`config.mk`:
```
export PLATFORM = sky130hd
export DESIGN_NAME = seq_mult_ctrl
export DESIGN_NICKNAME = d
export VERILOG_FILES = /design/src/rtl/seq_mult_ctrl.sv
export SDC_FILE = /design/constraint.sdc
export NUM_CORES = 1
export LEC_CHECK = 0
export CORE_MARGIN = 2
export CORE_UTILIZATION = 55
export CTS_CLUSTER_DIAMETER = 80
export DETAILED_ROUTE_END_ITERATION = 16
export DONT_BUFFER_PORTS = 1
export HOLD_SLACK_MARGIN = 0.06
export PLACE_DENSITY = 0.67
export SLEW_MARGIN = 20
export SYNTH_ARGS = -nofsm -noshare
export SYNTH_HDL_FRONTEND = slang
export SYNTH_SLANG_ARGS = --single-unit
```
`constraint.sdc`:
```
create_clock -name clock -period 2.8 [get_ports clock]
set_input_delay 0.56 -clock clock [delete_from_list [all_inputs] [get_ports clock]]
set_output_delay 0.56 -clock clock [all_outputs]
set_load 0.05 [all_outputs]
```
`src/rtl/seq_mult_ctrl.sv`:
```
// -----------------------------------------------------------------------------
// seq_mult_ctrl
//   Sequential shift-add unsigned multiplier. It retires one multiplier bit per
//   clock, so a WIDTH x WIDTH multiply takes exactly WIDTH RUN cycles. A
//   start/done handshake connects it to the issuing controller.
//
// Ports
//   clock    : rising-edge clock, the only clock
//   reset    : synchronous, active-high; aborts any operation in flight
//   start    : multiply request; sampled only in IDLE or DONE
//   a, b     : multiplicand / multiplier, captured on the accepting edge
//   busy     : high while iterating (state RUN)
//   done     : one-cycle pulse, product valid
//   product  : {A,Q}; holds until the next accepted start
// -----------------------------------------------------------------------------
module seq_mult_ctrl #(
    parameter int WIDTH = 16,
    parameter int CNTW  = 5
) (
    input  logic                 clock,
    input  logic                 reset,
    input  logic                 start,
    input  logic [WIDTH-1:0]     a,
    input  logic [WIDTH-1:0]     b,
    output logic                 busy,
    output logic                 done,
    output logic [2*WIDTH-1:0]   product
);

    typedef enum logic [1:0] {
        IDLE = 2'd0,
        RUN  = 2'd1,
        DONE = 2'd2
    } state_t;

    localparam logic [CNTW-1:0] LAST_ITER = CNTW'(WIDTH - 1);

    state_t             state_reg;
    logic [WIDTH-1:0]   m_reg;      // multiplicand
    logic [WIDTH:0]     a_reg;      // accumulator, top bit catches the carry
    logic [WIDTH-1:0]   q_reg;      // multiplier, becomes product low half
    logic [CNTW-1:0]    cnt_reg;

    logic [WIDTH:0]     addend;
    logic [WIDTH:0]     sum_next;

    // Partial product for this iteration: M gated by the multiplier LSB.
    genvar gi;
    generate
        for (gi = 0; gi < WIDTH; gi++) begin : g_addend
            assign addend[gi] = m_reg[gi] & q_reg[0];
        end
    endgenerate
    assign addend[WIDTH] = 1'b0;

    // A never exceeds WIDTH bits after a shift, so a WIDTH+1 bit sum is exact.
    assign sum_next = a_reg + addend;

    always_ff @(posedge clock) begin
        if (reset) begin
            state_reg <= IDLE;
            m_reg     <= '0;
            a_reg     <= '0;
            q_reg     <= '0;
            cnt_reg   <= '0;
        end else begin
            case (state_reg)
                IDLE, DONE: begin
                    if (start) begin
                        m_reg     <= a;
                        q_reg     <= b;
                        a_reg     <= '0;
                        cnt_reg   <= '0;
                        state_reg <= RUN;
                    end else begin
                        state_reg <= IDLE;
                    end
                end
                RUN: begin
                    // {A,Q} <= {sum,Q} >> 1: sum LSB moves into Q's MSB.
                    a_reg   <= {1'b0, sum_next[WIDTH:1]};
                    q_reg   <= {sum_next[0], q_reg[WIDTH-1:1]};
                    cnt_reg <= cnt_reg + 1'b1;
                    if (cnt_reg == LAST_ITER) begin
                        state_reg <= DONE;
                    end
                end
                default: begin
                    state_reg <= IDLE;
                end
            endcase
        end
    end

    // Status decoded straight from the state register, so busy and done are
    // mutually exclusive by construction.
    assign busy    = (state_reg == RUN);
    assign done    = (state_reg == DONE);
    assign product = {a_reg[WIDTH-1:0], q_reg};

endmodule

```
==> results by group <==
Logic synthesis
  – Post-Syn Instances: around 350
  – Post-synth cell types: 45
  – Post-synth top cells: nand2_1, dfxtp_1, a21oi_1
  – EDFF count, synth: 0
  – Most common cell in the synthesized netlist: nand2_1
  – Main synth FF type: dfxtp_1
  – Syn Std Cell Area: 2850 um2
  – Seq cells post-synth: between 50 and 60
  – Post-synth top area share: 38.6%
  – Mapped Avg Cell Area: roughly 8.3 um2
  – Synth warn: 0
  – Top post-synthesis cells by area: dfxtp_1, nand2_1, a21oi_1
  – Async S/R FF share, synth: 0%
  – Sequential area share after synthesis: approximately two fifths
  – Post-synth net total: ~400
  – Cell taking the most area after synthesis: dfxtp_1

Route
  – DR vias/cell: approximately 5.5
  – Router iterations before antenna repair: 6
  – Routed vias: roughly 2300
  – Antenna viol nets, final: 0
  – DRT Wirelength: 6050 um
  – DRC Markers: 0
  – Initial DRC count: between 80 and 90
  – Drt wl/cell: 14.2 um

Timing
  – Period minus WS final: 2.31 ns
  – Final Hold Fails: 0
  – Fmax: between 0.4 and 0.5 GHz
  – Worst-margin pin slew: 0.660 ns
  – Worst Skew: about 0.004 ns
  – Slew Limit Headroom: between 50% and 60%
  – Total negative slack: 0 ns
  – Unrepaired setup endpoints after global routing: false
  – Max-slew violation total from the final report: 0
  – Finish-stage setup viols: 0
  – Final worst-path cycle share: approximately 83%

Finish
  – Nets: between 400 and 500
  – Fillers: approximately 460
  – Area occupied by multi-input gates: about 1600 um2
  – FF/Latch Area: 1100 um2
  – Layout cell share with drive strength beyond 1: 12.4%
  – Layout area overhead: 8.70%
  – Fin area: between 3000 and 4000 um2
  – Diode count: 0

Floorplan
  – Core area: approximately 5000 um2
  – Cell row count: 26
  – Initial Util: 56.5%
  – Die W: ~76 um
  – Die Area: 5770 um2
  – Die height: about 76 um
  – # IOs: about 70

GRT
  – GRT overflow: 0
  – Global-route wire length before repair: ~10000 um
  – Tot GR Track Use: 22.1%
  – Met2 usage: approximately 37%
  – Vias in the first global route: between 2000 and 2500
  – Antenna violations before repair: 0
  – GRT met1 Usage: 28.6%
  – GRT met3 Usage: between 5 and 6%
  – GRT Max-Usage Layer: met2
  – Largest net degree at the start of global routing: 40

Power
  – Pleak: around 1.2 nW
  – Sequential fraction of design power: between 50% and 60%
  – Sw Share: between 20 and 30%
  – Net switching power: between 0.4 and 0.5 mW
  – Worst VDD drop: 345 uV
  – Comb power frac: between 9 and 10%
  – Internal: approximately 1.1 mW
  – Clock power frac: a little under a third
  – Power Dens Cells: about 480 nW/um2

Flow run
  – Number of max-cap violations: 0

CTS
  – Clk slew on worst S/H paths: 0.10 ns
  – Cts repair resizes: 0
  – Postcts setup bufs: 0
  – Clk Tree Root Cell: clkbuf_8
  – Worst skew pair latency: roughly 0.3 ns
  – Clock Path Buffers: 2
  – CTS Buf Count: 5
  – CTS tree: yes
  – H-tree depth: 2
  – Hold-fix buffers, CTS: 0
  – CTS Sinks: between 50 and 60

Critical path
  – Crit-path max FO: 11
  – Worst path required time: 2.97 ns
  – Crit path capture type: flip-flop
  – Crit Path Class: reg -> reg
  – CP startpoint kind: flip-flop
  – Worst path arrival time: between 2 and 2.5 ns

Placed design
  – Port bufs: 0
  – Area after DPL: 3000 um2
  – Gpl congestion: between 0.8 and 0.9
  – DP HPWL: approximately 4500 um

Run status
  – Status: finished, final reports clean

Min path
  – HP Class: in -> reg
worst paths after layout:
kind              startpoint   endpoint  slack, ns  cells after the start
setup / recovery    q_reg[0]  a_reg[11]       0.49                      9
hold / removal         reset   q_reg[1]       0.31                      1
setup reg to reg    q_reg[0]  a_reg[11]       0.49                      9
hold reg to reg     m_reg[4]   m_reg[4]       0.45                      2
through the flow:
stage	hold slack (ns)	cells	util, %	setup WS, ns	total power [mW]
floorplan	0.429	345	-	0.148	1.03
global placement	0.433	417	59.5	0.558	1.05
detailed placement	0.437	417	59.5	0.486	1.06
CTS	0.303	425	61.4	0.467	1.52
global route	0.292	425	61.4	0.306	1.57
finish	0.314	425	61.4	0.489	1.49
cells by family after synthesis:
| logic type | after synthesis | share of synthesized area [%] |
|---|---|---|
| compound gates | 109 | 24.2 |
| xor+xnor | 14 | 4.30 |
| fa+ha+maj | 19 | 8.61 |
| buf+inv | 28 | 4.79 |
| flops | 55 | 38.6 |
| simple gates | 120 | 19.5 |
worst max-delay path, stage by stage, from the launching register on:
cell	delay (ns)
dfxtp_1	0.43
buf_4	0.29
and2_1	0.17
ha_1	0.31
a21oi_1	0.20
o21ai_1	0.13
nor2b_1	0.16
a311oi_2	0.27
xor2_1	0.17
o21ai_1	0.06
layout make-up:
class,count,area share (%)
inverter,8,0.970
multi-input combinational,262,52.1
clock buffer,6,2.67
timing repair buffer,22,5.33
tap,70,2.83
sequential,55,35.6
clock inverter,2,0.525
layout by cell type, fill, tap and decap left out, types with 6 or more instances in the layout:
| master | synthesis | layout |
|---|---|---|
| inv_1 | 7 | 7 |
| a22oi_1 | 16 | 16 |
| ha_1 | 18 | 18 |
| o21ai_0 | 10 | 10 |
| o21ai_1 | 14 | 14 |
| and2_1 | 17 | 17 |
| dfxtp_1 | 55 | 55 |
| nand2_1 | 73 | 73 |
| nor2_1 | 9 | 9 |
| xor2_1 | 8 | 8 |
| xnor2_1 | 6 | 6 |
| clkbuf_8 | 0 | 6 |
| a21oi_1 | 48 | 48 |
| buf_4 | 1 | 22 |
power groups by stage:
stage          Combinational (mW)  Sequential, mW  Clock, mW
2_1_floorplan               0.113           0.912          0
3_3_place_gp                0.143           0.910          0
3_5_place_dp                0.146           0.910          0
4_1_cts                     0.147           0.892      0.479
5_1_grt                     0.164           0.897      0.504
6_report                    0.145           0.892      0.458
per-layer routing:
metal | up-vias | wire [um]
met5 | - | 0
met4 | 0 | 91
met3 | 8 | 302
met2 | 60 | 2890
met1 | 1053 | 2770
li1 | 1208 | -
(Power assumes the default switching activity.)
